===== src/rtl/stopwatch_pkg.sv =====
// Shared types and constants for the stopwatch timekeeping core.
//   sw_state_t          run/pause state encoding
//   ONES_MAX, TENS_MAX  last value of each seconds digit before it rolls over
//   AN_ONES, AN_TENS    active-low anode patterns for each selected digit
package stopwatch_pkg;

    typedef enum logic {
        STOPPED = 1'b0,
        RUNNING = 1'b1
    } sw_state_t;

    localparam logic [3:0] ONES_MAX = 4'd9;
    localparam logic [2:0] TENS_MAX = 3'd5;

    localparam logic [1:0] AN_ONES = 2'b10;
    localparam logic [1:0] AN_TENS = 2'b01;

endpackage


===== src/rtl/stopwatch_core_if.sv =====
// Bundle of button inputs and display-side outputs of the stopwatch core.
//   start_stop  raw button, each rising edge toggles run/pause
//   clear       raw button, level-sensitive zeroing of the count
//   ones, tens  seconds digits (0-9, 0-5)
//   enable      decoder digit select: 1 = ones, 0 = tens
//   an          active-low anodes, in step with enable
//   running     high while counting
//   wrap        one-cycle pulse on the 59 -> 00 rollover
// master: the side that presses buttons and watches the display.
// slave:  the stopwatch core.
interface stopwatch_core_if;

    logic       start_stop;
    logic       clear;
    logic [3:0] ones;
    logic [2:0] tens;
    logic       enable;
    logic [1:0] an;
    logic       running;
    logic       wrap;

    modport master (
        output start_stop, clear,
        input  ones, tens, enable, an, running, wrap
    );

    modport slave (
        input  start_stop, clear,
        output ones, tens, enable, an, running, wrap
    );

endinterface


===== src/rtl/sync_edge.sv =====
// Two-flop synchroniser for an asynchronous button, plus a rising-edge
// detector on the synchronised level.
//   clk      system clock
//   reset    synchronous, active-high; clears all three flops
//   d_async  raw asynchronous input
//   level    synchronised level (second synchroniser flop)
//   rise     one-cycle pulse when level goes 0 -> 1
module sync_edge (
    input  logic clk,
    input  logic reset,
    input  logic d_async,
    output logic level,
    output logic rise
);

    logic sync1;
    logic sync2;
    logic prev;

    // NOTE: non-blocking assignments so every flop samples the value from
    // before this edge; blocking ones would collapse the chain into one stage.
    always_ff @(posedge clk) begin
        if (reset) begin
            sync1 <= 1'b0;
            sync2 <= 1'b0;
            prev  <= 1'b0;
        end else begin
            sync1 <= d_async;
            sync2 <= sync1;
            prev  <= sync2;
        end
    end

    assign level = sync2;
    assign rise  = sync2 & ~prev;

endmodule


===== src/rtl/stopwatch_core.sv =====
// Seconds counter (00-59) with run/pause control, clear, and a 2-digit
// multiplexed display refresh for a 7-segment decoder.
//   clk    system clock, all logic on the rising edge
//   reset  synchronous, active-high; overrides every other input
//   bus    stopwatch_core_if.slave: buttons in, digits/anodes/status out
// Parameters:
//   TICK_DIV     clock cycles per one-second count tick (>= 2)
//   REFRESH_DIV  clock cycles per display digit toggle (>= 1)
module stopwatch_core
    import stopwatch_pkg::*;
#(
    parameter int TICK_DIV    = 100_000_000,
    parameter int REFRESH_DIV = 100_000
) (
    input  logic             clk,
    input  logic             reset,
    stopwatch_core_if.slave  bus
);

    localparam int              PW          = (TICK_DIV > 1) ? $clog2(TICK_DIV) : 1;
    localparam logic [PW-1:0]   PRESC_MAX   = PW'(TICK_DIV - 1);
    localparam int              RW          = (REFRESH_DIV > 1) ? $clog2(REFRESH_DIV) : 1;
    localparam logic [RW-1:0]   REFRESH_MAX = RW'(REFRESH_DIV - 1);

    // ------------------------------------------------------------------
    // Input conditioning
    // ------------------------------------------------------------------
    logic start_rise;
    logic clear_level;
    logic unused_start_level;
    logic unused_clear_rise;

    sync_edge u_sync_start (
        .clk     (clk),
        .reset   (reset),
        .d_async (bus.start_stop),
        .level   (unused_start_level),
        .rise    (start_rise)
    );

    sync_edge u_sync_clear (
        .clk     (clk),
        .reset   (reset),
        .d_async (bus.clear),
        .level   (clear_level),
        .rise    (unused_clear_rise)
    );

    // ------------------------------------------------------------------
    // Run/pause FSM
    // ------------------------------------------------------------------
    sw_state_t state;
    sw_state_t state_next;
    logic      running;

    always_ff @(posedge clk) begin
        if (reset) state <= STOPPED;
        else       state <= state_next;
    end

    // NOTE: state_next gets a default before any branch, so no path leaves it
    // unassigned and no latch is inferred.
    always_comb begin
        state_next = state;
        if (start_rise) begin
            case (state)
                STOPPED: state_next = RUNNING;
                RUNNING: state_next = STOPPED;
                default: state_next = STOPPED;
            endcase
        end
    end

    always_comb begin
        running = (state == RUNNING);
    end

    // ------------------------------------------------------------------
    // Prescaler and seconds count
    // ------------------------------------------------------------------
    logic [PW-1:0] presc;
    logic          tick;
    logic [3:0]    ones_q;
    logic [2:0]    tens_q;
    logic          wrap_q;

    assign tick = running && (presc == PRESC_MAX);

    // clear wins over a coincident tick; the FSM is untouched by clear, so
    // a clear while running resumes counting from 00.
    always_ff @(posedge clk) begin
        if (reset || clear_level) begin
            presc  <= '0;
            ones_q <= '0;
            tens_q <= '0;
            wrap_q <= 1'b0;
        end else begin
            wrap_q <= 1'b0;
            // Prescaler holds while stopped so a pause keeps the partial second.
            if (running) begin
                presc <= tick ? '0 : presc + 1'b1;
            end
            if (tick) begin
                if (ones_q == ONES_MAX) begin
                    ones_q <= '0;
                    if (tens_q == TENS_MAX) begin
                        tens_q <= '0;
                        wrap_q <= 1'b1;
                    end else begin
                        tens_q <= tens_q + 1'b1;
                    end
                end else begin
                    ones_q <= ones_q + 1'b1;
                end
            end
        end
    end

    // ------------------------------------------------------------------
    // Display refresh: free-running, independent of FSM and clear
    // ------------------------------------------------------------------
    logic [RW-1:0] refresh_cnt;
    logic          enable_q;
    logic [1:0]    an_q;

    // an is registered alongside enable from the same decision, so the two
    // can never disagree and an is always exactly one-hot-low.
    always_ff @(posedge clk) begin
        if (reset) begin
            refresh_cnt <= '0;
            enable_q    <= 1'b1;
            an_q        <= AN_ONES;
        end else if (refresh_cnt == REFRESH_MAX) begin
            refresh_cnt <= '0;
            enable_q    <= ~enable_q;
            an_q        <= enable_q ? AN_TENS : AN_ONES;
        end else begin
            refresh_cnt <= refresh_cnt + 1'b1;
        end
    end

    // ------------------------------------------------------------------
    // Outputs
    // ------------------------------------------------------------------
    assign bus.ones    = ones_q;
    assign bus.tens    = tens_q;
    assign bus.enable  = enable_q;
    assign bus.an      = an_q;
    assign bus.running = running;
    assign bus.wrap    = wrap_q;

endmodule


===== src/flat_wrapper.sv =====
// flat-port wrapper written by rule: the top's interface ports become plain ports
module stopwatch_core_flat import stopwatch_pkg::*;
#(
    parameter int TICK_DIV    = 100_000_000,
    parameter int REFRESH_DIV = 100_000
)
  (clk, reset, bus_start_stop, bus_clear, bus_ones, bus_tens, bus_enable, bus_an, bus_running, bus_wrap);
  stopwatch_core_if bus_i ();
  input  logic clk;
  input  logic reset;
  input wire logic [$bits(bus_i.start_stop)-1:0] bus_start_stop;
  input wire logic [$bits(bus_i.clear)-1:0] bus_clear;
  output wire logic [$bits(bus_i.ones)-1:0] bus_ones;
  output wire logic [$bits(bus_i.tens)-1:0] bus_tens;
  output wire logic [$bits(bus_i.enable)-1:0] bus_enable;
  output wire logic [$bits(bus_i.an)-1:0] bus_an;
  output wire logic [$bits(bus_i.running)-1:0] bus_running;
  output wire logic [$bits(bus_i.wrap)-1:0] bus_wrap;
  assign bus_i.start_stop = bus_start_stop;
  assign bus_i.clear = bus_clear;
  assign bus_ones = bus_i.ones;
  assign bus_tens = bus_i.tens;
  assign bus_enable = bus_i.enable;
  assign bus_an = bus_i.an;
  assign bus_running = bus_i.running;
  assign bus_wrap = bus_i.wrap;
  stopwatch_core #(.TICK_DIV(TICK_DIV), .REFRESH_DIV(REFRESH_DIV)) u_core (.clk(clk), .reset(reset), .bus(bus_i));
endmodule

===== config.mk =====
export PLATFORM = sky130hd
export DESIGN_NAME = stopwatch_core_flat
export DESIGN_NICKNAME = d
export VERILOG_FILES = /design/src/rtl/stopwatch_pkg.sv /design/src/rtl/stopwatch_core_if.sv /design/src/rtl/sync_edge.sv /design/src/rtl/stopwatch_core.sv /design/src/flat_wrapper.sv
export SDC_FILE = /design/constraint.sdc
export NUM_CORES = 1
export LEC_CHECK = 0
export ABC_AREA = 1
export ABC_CLOCK_PERIOD_IN_PS = 4160
export BUFFER_PORTS_ARGS = -buffer_cell sky130_fd_sc_hd__buf_2
export CAP_MARGIN = 20
export CORE_MARGIN = 2
export CORE_UTILIZATION = 44
export DETAILED_ROUTE_END_ITERATION = 6
export PLACE_DENSITY = 0.72
export SLEW_MARGIN = 20
export SYNTH_ARGS = -nofsm -noshare
export SYNTH_HDL_FRONTEND = slang
export SYNTH_SLANG_ARGS = --single-unit

===== constraint.sdc =====
create_clock -name clk -period 4.16 [get_ports clk]
set_input_delay 0.832 -clock clk [delete_from_list [all_inputs] [get_ports clk]]
set_output_delay 0.832 -clock clk [all_outputs]
set_load 0.02 [all_outputs]

==> impl.org, run 1 <==
** Run status
- The run finished with clean final reports.

** Critical path
- Max stage delay on crit path :: about 0.5 ns
- Of all nets on the critical path, the largest fanout is 7.
- The kind of cell with the highest combined delay along the critical path is flip-flops.
- The signal on the critical path passes through buf_2.
- In this run the worst setup path begins at u_core.bus.running.
- The worst setup path is of the flip-flop to output pin kind.
- On the critical path, the stage with the largest delay is an instance of sky130_fd_sc_hd__dfxtp_1.
- Crit path required time :: roughly 3.3 ns
- Crit end category :: output pin
- Reg-to-reg setup timing slack :: approximately 2.3 ns
- Worst setup SP type :: flip-flop
- Together, buffers and inverters on the worst path number 1.
- The startpoint identified for the worst register-to-register timing path is u_core.refresh_cnt[0].
- At the worst endpoint, the arrival time is ~1.1 ns.

** STA
- Highest Clock Rate :: 0.522 GHz
- Setup repair after global routing left no endpoint under its margin.
- Total Negative Setup Slacks :: 0 ns
- Max-Slew Margin vs Limit :: 63.4%
- After layout, the minimum clock period comes to approximately 1.9 ns.
- Setup violations remaining at the end of the flow were counted as 0.
- Final Max Tran Viols :: 0
- After layout, the worst path uses a little under half of the clock period.
- At the pin with the least slew margin, the transition time is about 0.55 ns.
- Clock Skews :: between 0.007 and 0.008 ns
- The final-report hold violation count was 0.

** Clock network
- Clk pin slew, worst setup/hold paths :: 0.07 ns
- The clock net in this run drives a total of 60 sinks.
- Gates resized during post-CTS repair numbered 0.
- No sink is reached through more buffers than the 2 on the longest clock path.
- Clock tree from TritonCTS :: built
- Buffer cell driving the clock tree root :: sky130_fd_sc_hd__clkbuf_8
- Post-CTS timing repair inserted 0 buffers for setup.
- Post-cts hold buffer count :: 0
- TritonCTS Buffers :: 9
- At the later pin of the worst-skew pair, clock insertion delay measures 0.34 ns.
- In this run the number of H-tree levels came out at 3.

** Layout
- Cells with a size suffix above 1 make up a little over a tenth of the layout.
- Multi-input gate area :: between 1500 and 2000 um2
- Once layout is complete, the cells apart from fillers number between 500 and 600.
- Final antenna diode count :: 0
- Synthesis-to-layout area growth :: 13.3%
- At the end of the flow, the number of nets in the layout was approximately 470.
- In the final layout, flip-flops and latches occupy roughly 1200 um2.
- Fill cell count :: 660

** Place
- Routability congestion estimate :: around 0.94
- Number of I/O port buffers :: 15
- Cell count after placement :: 535
- Once detailed placement completed, the half-perimeter wirelength came to about 4.5 mm.

** GRT
- After global routing the overflow that remains totals 0.
- The number of global-route vias before repair came to between 2000 and 2500.
- Global routing consumed, over all layers together, about 17% of the routing resources.
- Antenna violations before repair :: 0
- The first global-routing pass estimated around 10 mm of wire.
- Pin count of the biggest net entering global routing :: 17

** Logic synthesis
- Share of the synthesized netlist area taken by xor and xnor gates :: under 10%
- Of the total synthesized cell area, the portion taken by AND, OR, NAND and NOR gates is 41.7%.
- Number of storage elements in the synthesis netlist :: 60
- In the post-synthesis netlist, the biggest area contributors are sky130_fd_sc_hd__dfxtp_1 40%, sky130_fd_sc_hd__nand2_1 13%, sky130_fd_sc_hd__nor2_1 11%.
- Share of synthesized flip-flops with an asynchronous set or reset :: 0%
- Of the post-synthesis cell area, the part taken by muxes is 0%.
- After synthesis, the largest family of logic cells by area is simple AND/OR/NAND/NOR gates.
- Distinct cells, synth :: 29
- Of the total synthesized cell area, the portion taken by full adders, half adders and majority gates is less than 1%.
- Portion of synthesized cell area occupied by the leading cell type :: between 40% and 50%
- A synthesized cell averages approximately 6.7 um2.
- The mapped netlist covers ~3000 um2.
- Synth cell count leaders :: 100 x sky130_fd_sc_hd__nand2_1, 86 x sky130_fd_sc_hd__nor2_1, 62 x sky130_fd_sc_hd__inv_1
- Synthesis handed over a netlist of 444 instances.
- Leading area contributor after synthesis :: sky130_fd_sc_hd__dfxtp_1
- Sequential area share after synthesis :: approximately two fifths
- By instance count, the leading cell after synthesis is sky130_fd_sc_hd__nand2_1.
- Yosys mapped a number of flops with a built-in enable equal to 0.
- Nets in the synthesized netlist :: 450
- Primary flip-flop cell chosen by synthesis mapping :: sky130_fd_sc_hd__dfxtp_1
- Yosys synthesis warning count :: 0
- The synthesized netlist devotes 5.31% of its cell area to compound gates.

** Floorplanning
- The die is about 86 um wide.
- In this run the count of I/O pins placed on the die edge is 16.
- After floorplanning, the core was sized to cover around 6700 um2.
- Overall die area :: 7470 um2
- Initial standard-cell utilization of the core :: ~45%
- Vert. Die Dim :: about 86 um
- After floorplanning, the core was divided into 30 placement rows.

** Power and ir drop
- Static leakage :: ~1.4 nW
- Power density of the placed cells :: around 370 nW/um2
- Maximum resistive drop on vdd :: ~0.24 mV

** Routing
- In the final routed layout, each cell accounts on average for around 11 um.
- The detailed router placed ~2800 vias in this run.
- The first detailed-routing pass ran for 5 iterations.
- The routed design has between 6 and 7 mm of wire.
- Number of vias per cell :: between 4 and 5
- In this run, the number of DRC markers left after iteration 0 of detailed routing was about 160.
- After detailed routing, the number of remaining DRC violations is 0.
- The count of nets left with antenna violations once routing finished came out at 0.

** Min path
- Type of the tightest min-delay check :: flip-flop to flip-flop
- The startpoint identified for the worst hold timing path is u_core.u_sync_start.sync1.

** Flow run
- Max cap viols :: 0
[flip-flops by register name, indices dropped and copies added (netlist names), 2 cells and up]
signal              cells
u_core.presc           27
u_core.refresh_cnt     17
u_core.bus.tens         3
u_core.bus.an           2
u_core.bus.ones         4
[cells by family (layout without fill, tap and decap cells)]
logic type,count (synthesis),in the layout
fa+ha+maj,2,2
simple gates,274,274
buf+inv,68,95
flops,60,60
compound gates,30,30
xor+xnor,10,10
[where the power goes]
group	switching, mW	internal (mW)
registers	0.00397	0.580
clock network	0.220	0.430
logic	0.0205	0.00934
total	0.245	1.02
[metal layers]
metal	wire length, um	vias up	track usage, %
li1	-	1440	-
met3	281	11	4.76
met4	88	0	6.25
met5	0	-	0
met1	2840	1238	22.1
met2	2890	62	28.3
[tightest hold or removal path, stage by stage, from the launching register on]
cell and delay [ns]:
sky130_fd_sc_hd__dfxtp_1 0.30, sky130_fd_sc_hd__inv_1 0.04, sky130_fd_sc_hd__nor2_1 0.03
[layout by cell type, fill, tap and decap left out, drive strengths merged, types with 4 or more instances in the layout]
master	Yosys	layout
o21ai	11	11
a21oi	15	15
nand4	13	13
nand2	105	105
nor2	93	93
nor3b	4	4
clkbuf	0	12
dfxtp	60	60
nand3	37	37
xor2	9	9
buf	4	15
nor3	17	17
inv	64	64
[through the flow]
stage          hold slack, ns  instance area, um2  worst slack (ns)  power, mW  util [%]
6_report                0.406                3390              2.24       1.26      50.7
5_1_grt                 0.429                3390              2.04       1.31      50.7
4_1_cts                 0.410                3390              2.23       1.28      50.7
3_5_place_dp            0.399                3140              2.15      0.627      46.9
3_3_place_gp            0.391                3140              2.18      0.625      46.9
2_1_floorplan           0.388                2990              2.35      0.621         -
[final timing paths]
kind                                     to  cells past startpoint
setup / recovery                bus_running                      1
hold / removal    u_core.u_sync_start.level                      2
setup reg to reg           u_core.bus.an[0]                     10
hold reg to reg   u_core.u_sync_start.level                      2
[area by class of cell]
class	count	area share (%)
Clock buffer	12	4.58
Timing Repair Buffer	15	2.22
Tap cell	80	2.96
Sequential cell	60	35.5
Inverter	64	7.17
Multi-Input combinational cell	316	44.8
Clock inverter	4	2.81
Note: power is estimated with default switching activity, not from simulation.
==> run 2, diff against run 1 <==
ABC_CLOCK_PERIOD_IN_PS = 1600   (was 4160)
PLACE_DENSITY = 0.74   (was 0.72)
clock period = 1.6 ns   (was 4.16 ns; I/O delays follow)
==> impl.org, run 2 (synthesis gave the netlist of run 1 again) <==
** Layout
- Fill cell count :: 638 (-3.3%)
- Post-route non-filler standard cell count :: 568 (+3.1%)
- In the layout the commonest cells are 94 x sky130_fd_sc_hd__nand2_1, 81 x sky130_fd_sc_hd__nor2_1, 62 x sky130_fd_sc_hd__inv_1.
- More flip-flops sit in one register than any other, and that register is u_core.presc.
- The fraction of the core area covered by cells at the end of the flow is 53.0% (+2.3 points).
- Synthesis-to-layout area growth :: 18.3%
- Total non-filler cell area in the finished layout :: 3540 um2 (+4.5%)
- Final antenna diode count :: 0 (unchanged)
- The fraction of final layout cells with drive strength greater than 1 was 18.0% (+7.4 points).
- The library cell used most frequently in the layout, excluding fill and tap cells, is sky130_fd_sc_hd__nand2_1.
- The flip-flop count of the largest register after layout came to 27 (unchanged).
- Total Nets Final :: 491 (+4.0%)

** Routing
- The number of nets with antenna violations after detailed routing came to 0 (unchanged).
- The number of remaining DRC errors was 0 (unchanged).
- The final routed wirelength across all metal layers is 6.76 mm (+11%).
- Number of vias per cell :: 5.06 (+1.3%)
- Routed signal wires occupy layers up through met4.
- The routed length on met2 came to 3.23 mm (+12%).
- The number of iterations in the first detailed-routing pass came to 4 (-1).
- Total number of vias :: 2872 (+4.4%)
- Routed length on met1 :: 3.03 mm (+6.7%)
- The final routed wire length divided by cell count was 11.9 um (+7.6%).
- The violation count after the first detailed-routing iteration came to 158 (-2.5%).
- The amount of wire on met3 after detailed routing is 362 um (+29%).

** Critical path
- The critical path is of the flip-flop to flip-flop type.
- The worst setup path is launched from a flip-flop.
- Crit end category :: flip-flop
- The critical path arrival was 1.78 ns (+0.70 ns).
- The largest fanout of any net on the critical path was 7 (unchanged).
- The data required time at the worst endpoint was 1.87 ns (-1.46 ns).

** STA
- The worst-case clock skew is 0.00529 ns (-0.00252 ns).
- For this run, the top clock speed supported by timing is ~0.66 GHz.
- The final-report hold violation count was 0 (unchanged).
- Setup repair after global routing could not meet its margin everywhere.
- The worst-margin pin slew is 0.335 ns (-0.214 ns).
- Max-Slew Margin vs Limit :: 77.5% (+14 points)
- Final setup violation count :: 0 (unchanged)
- Final Max Tran Viols :: 0 (unchanged)
- Share of the cycle needed by the critical path after routing :: between 90% and 100%
- The routed design could run at a clock period as short as 1.51 ns.

** Clock network
- The CTS buffer count was 9 (unchanged).
- The total number of H-tree levels was 3 (unchanged).
- The insertion delay to the later sink of the worst-skew pair came to 0.33 ns (about the same).
- Buffer levels on the longest clock path :: 2 (unchanged)
- The sink count of the clock tree came to 60 (unchanged).
- Buffer cell driving the clock tree root :: sky130_fd_sc_hd__clkbuf_8
- Clk pin slew, worst setup/hold paths :: 0.06 ns (about the same)
- TritonCTS built the clock tree.

** GRT
- Global-route wire length before repair :: 11.2 mm (+7.5%)
- The number of global-route vias before repair was 2657 (+7.1%).
- The global-route total usage across every layer came to 18.8% (+1.5 points).
- Antenna violations before repair :: 0 (unchanged)
- The pin count of the biggest net entering global routing came to 16 (-1).
- The total grt overflow is 0 (unchanged).

** Power and ir drop
- The worst supply voltage drop on vdd is 0.451 mV (+88%).
- The standby leakage power was 1.49 nW (+6.4%).
- PnR Total Power :: 2.96 mW (+130%)
- The power per cell area is 837 nW/um2 (+120%).

** Flow run
- Max cap viols :: 0 (unchanged)

** Place
- Detailed placement HPWL :: 4.85 mm (+6.9%)
- Area of placed instances :: 3230 um2 (+2.9%)
- Number of I/O port buffers :: 15 (unchanged)
- Routability congestion estimate :: 0.872 (-7.2%)
- The total instance count after detailed placement is 547 (+2.2%).

** Run status
- The flow ran to the end, and the final reports show no timing, DRC or antenna violations.

** Floorplanning
- Vert. Die Dim :: 86.4 um (unchanged)
- The core box area is 6680 um2 (unchanged).
- The width of the die was 86.4 um (unchanged).
- Overall die area :: 7470 um2 (unchanged)
- Top Ports :: 16 (unchanged)
- The initial core utilization came to 44.8% (unchanged).
- Total number of placement rows :: 30 (unchanged)

** Min path
- The worst hold path belongs to the class input pin to flip-flop.
run 2: worst paths after layout:
check / cells past startpoint / slack (ns) / startpoint / to
setup / recovery: 9 / 0.09 / u_core.presc[0] / u_core.presc[22]
hold / removal: 3 / 0.19 / bus_clear / u_core.u_sync_clear.sync1
setup reg to reg: 9 / 0.09 / u_core.presc[0] / u_core.presc[22]
hold reg to reg: 2 / 0.41 / u_core.u_sync_clear.sync1 / u_core.u_sync_clear.level
run 2: metrics by stage:
step	hold slack, ns	TNS (ns)	setup slack [ns]
2_1_floorplan	0.388	0	0.0982
6_report	0.190	0	0.0920
5_1_grt	0.193	-0.0192	-0.0143
3_3_place_gp	0.399	0	0.0550
3_5_place_dp	0.401	0	0.00630
4_1_cts	0.181	0	0.00708
run 2: area by class of cell:
type | count | area (um2) | area share (%)
inverter | 64 | 243 | 6.86
timing repair buffer | 34 | 218 | 6.15
sequential | 60 | 1210 | 34.2
multi-input combinational | 316 | 1580 | 44.6
tap | 80 | 100 | 2.83
clock inverter | 2 | 35.0 | 0.990
clock buffer | 12 | 155 | 4.38
run 2: critical path, cell delays in order, from the launching register on:
cell and delay (ns):
sky130_fd_sc_hd__dfxtp_2 0.37, sky130_fd_sc_hd__ha_4 0.15, sky130_fd_sc_hd__nand2_2 0.08, sky130_fd_sc_hd__nor2_4 0.11, sky130_fd_sc_hd__nand2_2 0.12, sky130_fd_sc_hd__nor3_4 0.28, sky130_fd_sc_hd__nand3_1 0.14, sky130_fd_sc_hd__nand2_1 0.08
sky130_fd_sc_hd__inv_1 0.04, sky130_fd_sc_hd__nor2_1 0.08
run 2: layer usage:
layer / global-route usage [%] / up-vias
met1: 22.4 / 1289
met4: 7.53 / 0
li1: - / 1477
met5: 0 / -
met3: 5.81 / 20
met2: 31.6 / 86
run 2: repair_timing:
action,4_1_cts,5_1_grt
cloned,0,0
setup endpoints to repair,1,35
hold buffers,0,0
resized for setup,4,20
buffers inserted,0,7
pin swaps,3,6
run 2: power by group:
part	internal, mW	total [mW]	switching [mW]	leakage, nW
Sequential	1.51	1.52	0.0109	0.488
Clock	0.785	1.34	0.555	0.0983
Combinational	0.0405	0.101	0.0608	0.903
Total	2.33	2.96	0.626	1.49
==> run 3, diff against run 2 <==
--- a/config.mk
+++ b/config.mk
@@ -13,2 +13,3 @@
 export CORE_UTILIZATION = 44
+export CTS_BUF_LIST = sky130_fd_sc_hd__clkbuf_4 sky130_fd_sc_hd__clkbuf_8 sky130_fd_sc_hd__clkbuf_16
 export DETAILED_ROUTE_END_ITERATION = 6
==> constraint.sdc (replaced) <==
create_clock -name clk -period 1.6 [get_ports clk]
set_input_delay 0.08 -clock clk [delete_from_list [all_inputs] [get_ports clk]]
set_output_delay 0.08 -clock clk [all_outputs]
set_load 0.02 [all_outputs]
==> impl.org, run 3 (synthesis gave the netlist of run 1 again) <==
** Power and ir drop
- Int Power :: 2.35 mW (+0.87%)
- Combinational cell fraction of total power :: 3.5% (about the same)
- The power per cell area was 838 nW/um2 (+0.12%).
- The clock group share of total power was 45.5% (+0.3 points).
- Maximum resistive drop on vdd :: 0.466 mV (+3.4%)
- The standby leakage power is 1.50 nW (+0.78%).
- Flop pwr share :: 51.0% (-0.3 points)
- The total power consumption of the routed design was 2.98 mW (+0.65%).
- Net switching power figure :: 0.625 mW (-0.15%)
- The net switching share of the total power came to 21.0% (-0.17 points).

** STA
- Final worst setup slack :: 0.0703 ns (-0.0217 ns)
- The setup-violating endpoint count in the final report was 0 (unchanged).
- The post-route minimum period was 1.53 ns (+0.0217 ns).
- Highest Clock Rate :: 0.654 GHz (-1.4%)
- Transition time at the pin with the least slew margin :: 0.342 ns (+0.00674 ns)
- Final Max Tran Viols :: 0 (unchanged)
- Clock Skews :: 0.00895 ns (+0.00366 ns)
- The final hold slack came to 0.00730 ns (-0.183 ns).
- The max-slew headroom at the worst pin was 77.1% (-0.45 points).
- Final count of hold timing violations :: 0 (unchanged)
- Share of the cycle needed by the critical path after routing :: 95.6% (+1.4 points)

** Floorplanning
- Top Ports :: 16 (unchanged)
- Vert. Die Dim :: 86.4 um (unchanged)
- Total number of placement rows :: 30 (unchanged)
- Core box area :: 6680 um2 (unchanged)
- The die area is 7470 um2 (unchanged).
- The width of the die was 86.4 um (unchanged).
- The initial core utilization was 44.8% (unchanged).

** Clock network
- The maximum clock insertion buffer count was 2 (unchanged).
- The insertion delay to the later sink of the worst-skew pair was 0.33 ns (about the same).
- The tree is rooted in a sky130_fd_sc_hd__clkbuf_8.
- Maximum level of the CTS H-tree :: 3 (unchanged)
- Num Clock Sinks :: 60 (unchanged)
- TritonCTS Buffers :: 9 (unchanged)
- Clk pin slew, worst setup/hold paths :: 0.06 ns (about the same)
- Clock tree from TritonCTS :: built

** Layout
- Fill cell count :: 638 (unchanged)
- Most frequent cells in the layout :: 94 x sky130_fd_sc_hd__nand2_1, 81 x sky130_fd_sc_hd__nor2_1, 62 x sky130_fd_sc_hd__inv_1
- The area growth from synthesis to layout is 19.0%.
- Most common cell after layout, fill and taps aside :: sky130_fd_sc_hd__nand2_1
- Total Nets Final :: 493 (+0.41%)
- Final antenna diode count :: 0 (unchanged)
- The final cell count without fillers came to 570 (+0.35%).
- Flip-flop count of the largest register after layout :: 27 (unchanged)
- Share of post-route cells with drive strength above 1 :: 18.2% (+0.13 points)
- Utilization after layout :: 53.2% (+0.28 points)
- Register with the most flip-flops :: u_core.presc

** GRT
- The number of global-route vias before repair was 2652 (-0.19%).
- Antenna violations before repair :: 0 (unchanged)
- The pin count of the biggest net entering global routing is 16 (unchanged).
- The global-route total usage across every layer is 18.9% (+0.040 points).
- The total grt overflow came to 0 (unchanged).
- Global-route wire length before repair :: 11.3 mm (+0.24%)

** Critical path
- Worst-path maximum fanout :: 5 (-2)
- Crit end category :: flip-flop
- Among all stages on the critical path, the largest delay is contributed by sky130_fd_sc_hd__dfxtp_2.
- Family with the most delay on the worst path :: simple AND/OR/NAND/NOR gates
- The critical path arrival is 1.75 ns (-0.03 ns).
- Count of buffer and inverter cells on the critical path :: 0 (-1)
- STA classifies the critical path startpoint as a flip-flop.
- The signal on the critical path passes through ha_4 > nand2_2 > nor2_4 > nand2_2 > nor2_2 > nand4_1 > nor2_1 > nor2_1.
- Max stage delay on crit path :: 0.37 ns (about the same)
- The setup path with the least slack is of type flip-flop to flip-flop.
- The data required time at the worst endpoint was 1.82 ns (-0.05 ns).

** Place
- Cell count after placement :: 547 (unchanged)
- Routability congestion estimate :: 0.872 (unchanged)
- Number of I/O port buffers :: 15 (unchanged)
- Detailed placement HPWL :: 4.85 mm (unchanged)
- Post-place setup slack :: 0.00630 ns (unchanged)

** Run status
- The flow ran to the end, and the final reports show no timing, DRC or antenna violations.

** Flow run
- Max cap viols :: 0 (unchanged)

** Routing
- Pre-antenna DRT Iters :: 5 (+1)
- The count of vias placed by the detailed router was 2881 (+0.31%).
- The number of nets with antenna violations after detailed routing was 0 (unchanged).
- Drc violations :: 0 (unchanged)
- The ratio of routed vias to standard cells is 5.05 (about the same).
- Post-Route WL :: 6.74 mm (-0.33%)
- DRC violation total after the first TritonRoute iteration :: 174 (+10%)
- Mean routed wirelength per cell :: 11.8 um (-0.68%)

** Min path
- The path class of the tightest hold or removal check is input pin to flip-flop.
-- run 3: what timing repair did --
action	in CTS	in global routing
hold endpoints to repair	2	0
pin swaps	3	6
resized for setup	4	19
setup buffers	0	7
endpoints found under the setup margin	1	35
hold buffers	2	0
-- run 3: final timing paths --
check                                          startpoint                        end  slack, ns  cells after the start
worst max-delay path                      u_core.presc[1]           u_core.presc[26]       0.07                      8
worst min-delay path                                reset         u_core.bus.running      0.007                      2
worst max register to register            u_core.presc[1]           u_core.presc[26]       0.07                      8
worst min register to register  u_core.u_sync_clear.sync1  u_core.u_sync_clear.level       0.41                      2
-- run 3: layout make-up --
cell class,count,area (um2),share of cell area (%)
clock buffer,12,159,4.47
sequential,60,1210,34.0
multi-input combinational,316,1570,44.2
clock inverter,2,35.0,0.985
timing repair buffer,36,238,6.68
tap,80,100,2.81
inverter,64,243,6.82
-- run 3: power groups by stage --
stage | logic, mW | registers [mW] | clock network [mW]
after detailed placement | 0.0909 | 1.55 | 0
after floorplan | 0.0629 | 1.55 | 0
after global routing | 0.118 | 1.52 | 1.45
after global placement | 0.0888 | 1.55 | 0
final | 0.105 | 1.52 | 1.36
after CTS | 0.0958 | 1.52 | 1.39
-- run 3: per-stage QoR --
step,setup TNS (ns),area (um2)
after floorplan,0,2990
after global placement,0,3230
after detailed placement,0,3230
after CTS,0,3460
after global routing,-0.0128,3560
final,0,3560
-- run 3: layer usage --
| layer | up-vias | share of wire (%) | track usage [%] |
|---|---|---|---|
| met4 | 0 | 2.3 | 7.53 |
| li1 | 1476 | - | - |
| met3 | 20 | 5.4 | 5.81 |
| met2 | 85 | 48 | 31.7 |
| met5 | - | 0 | 0 |
| met1 | 1300 | 44 | 22.5 |
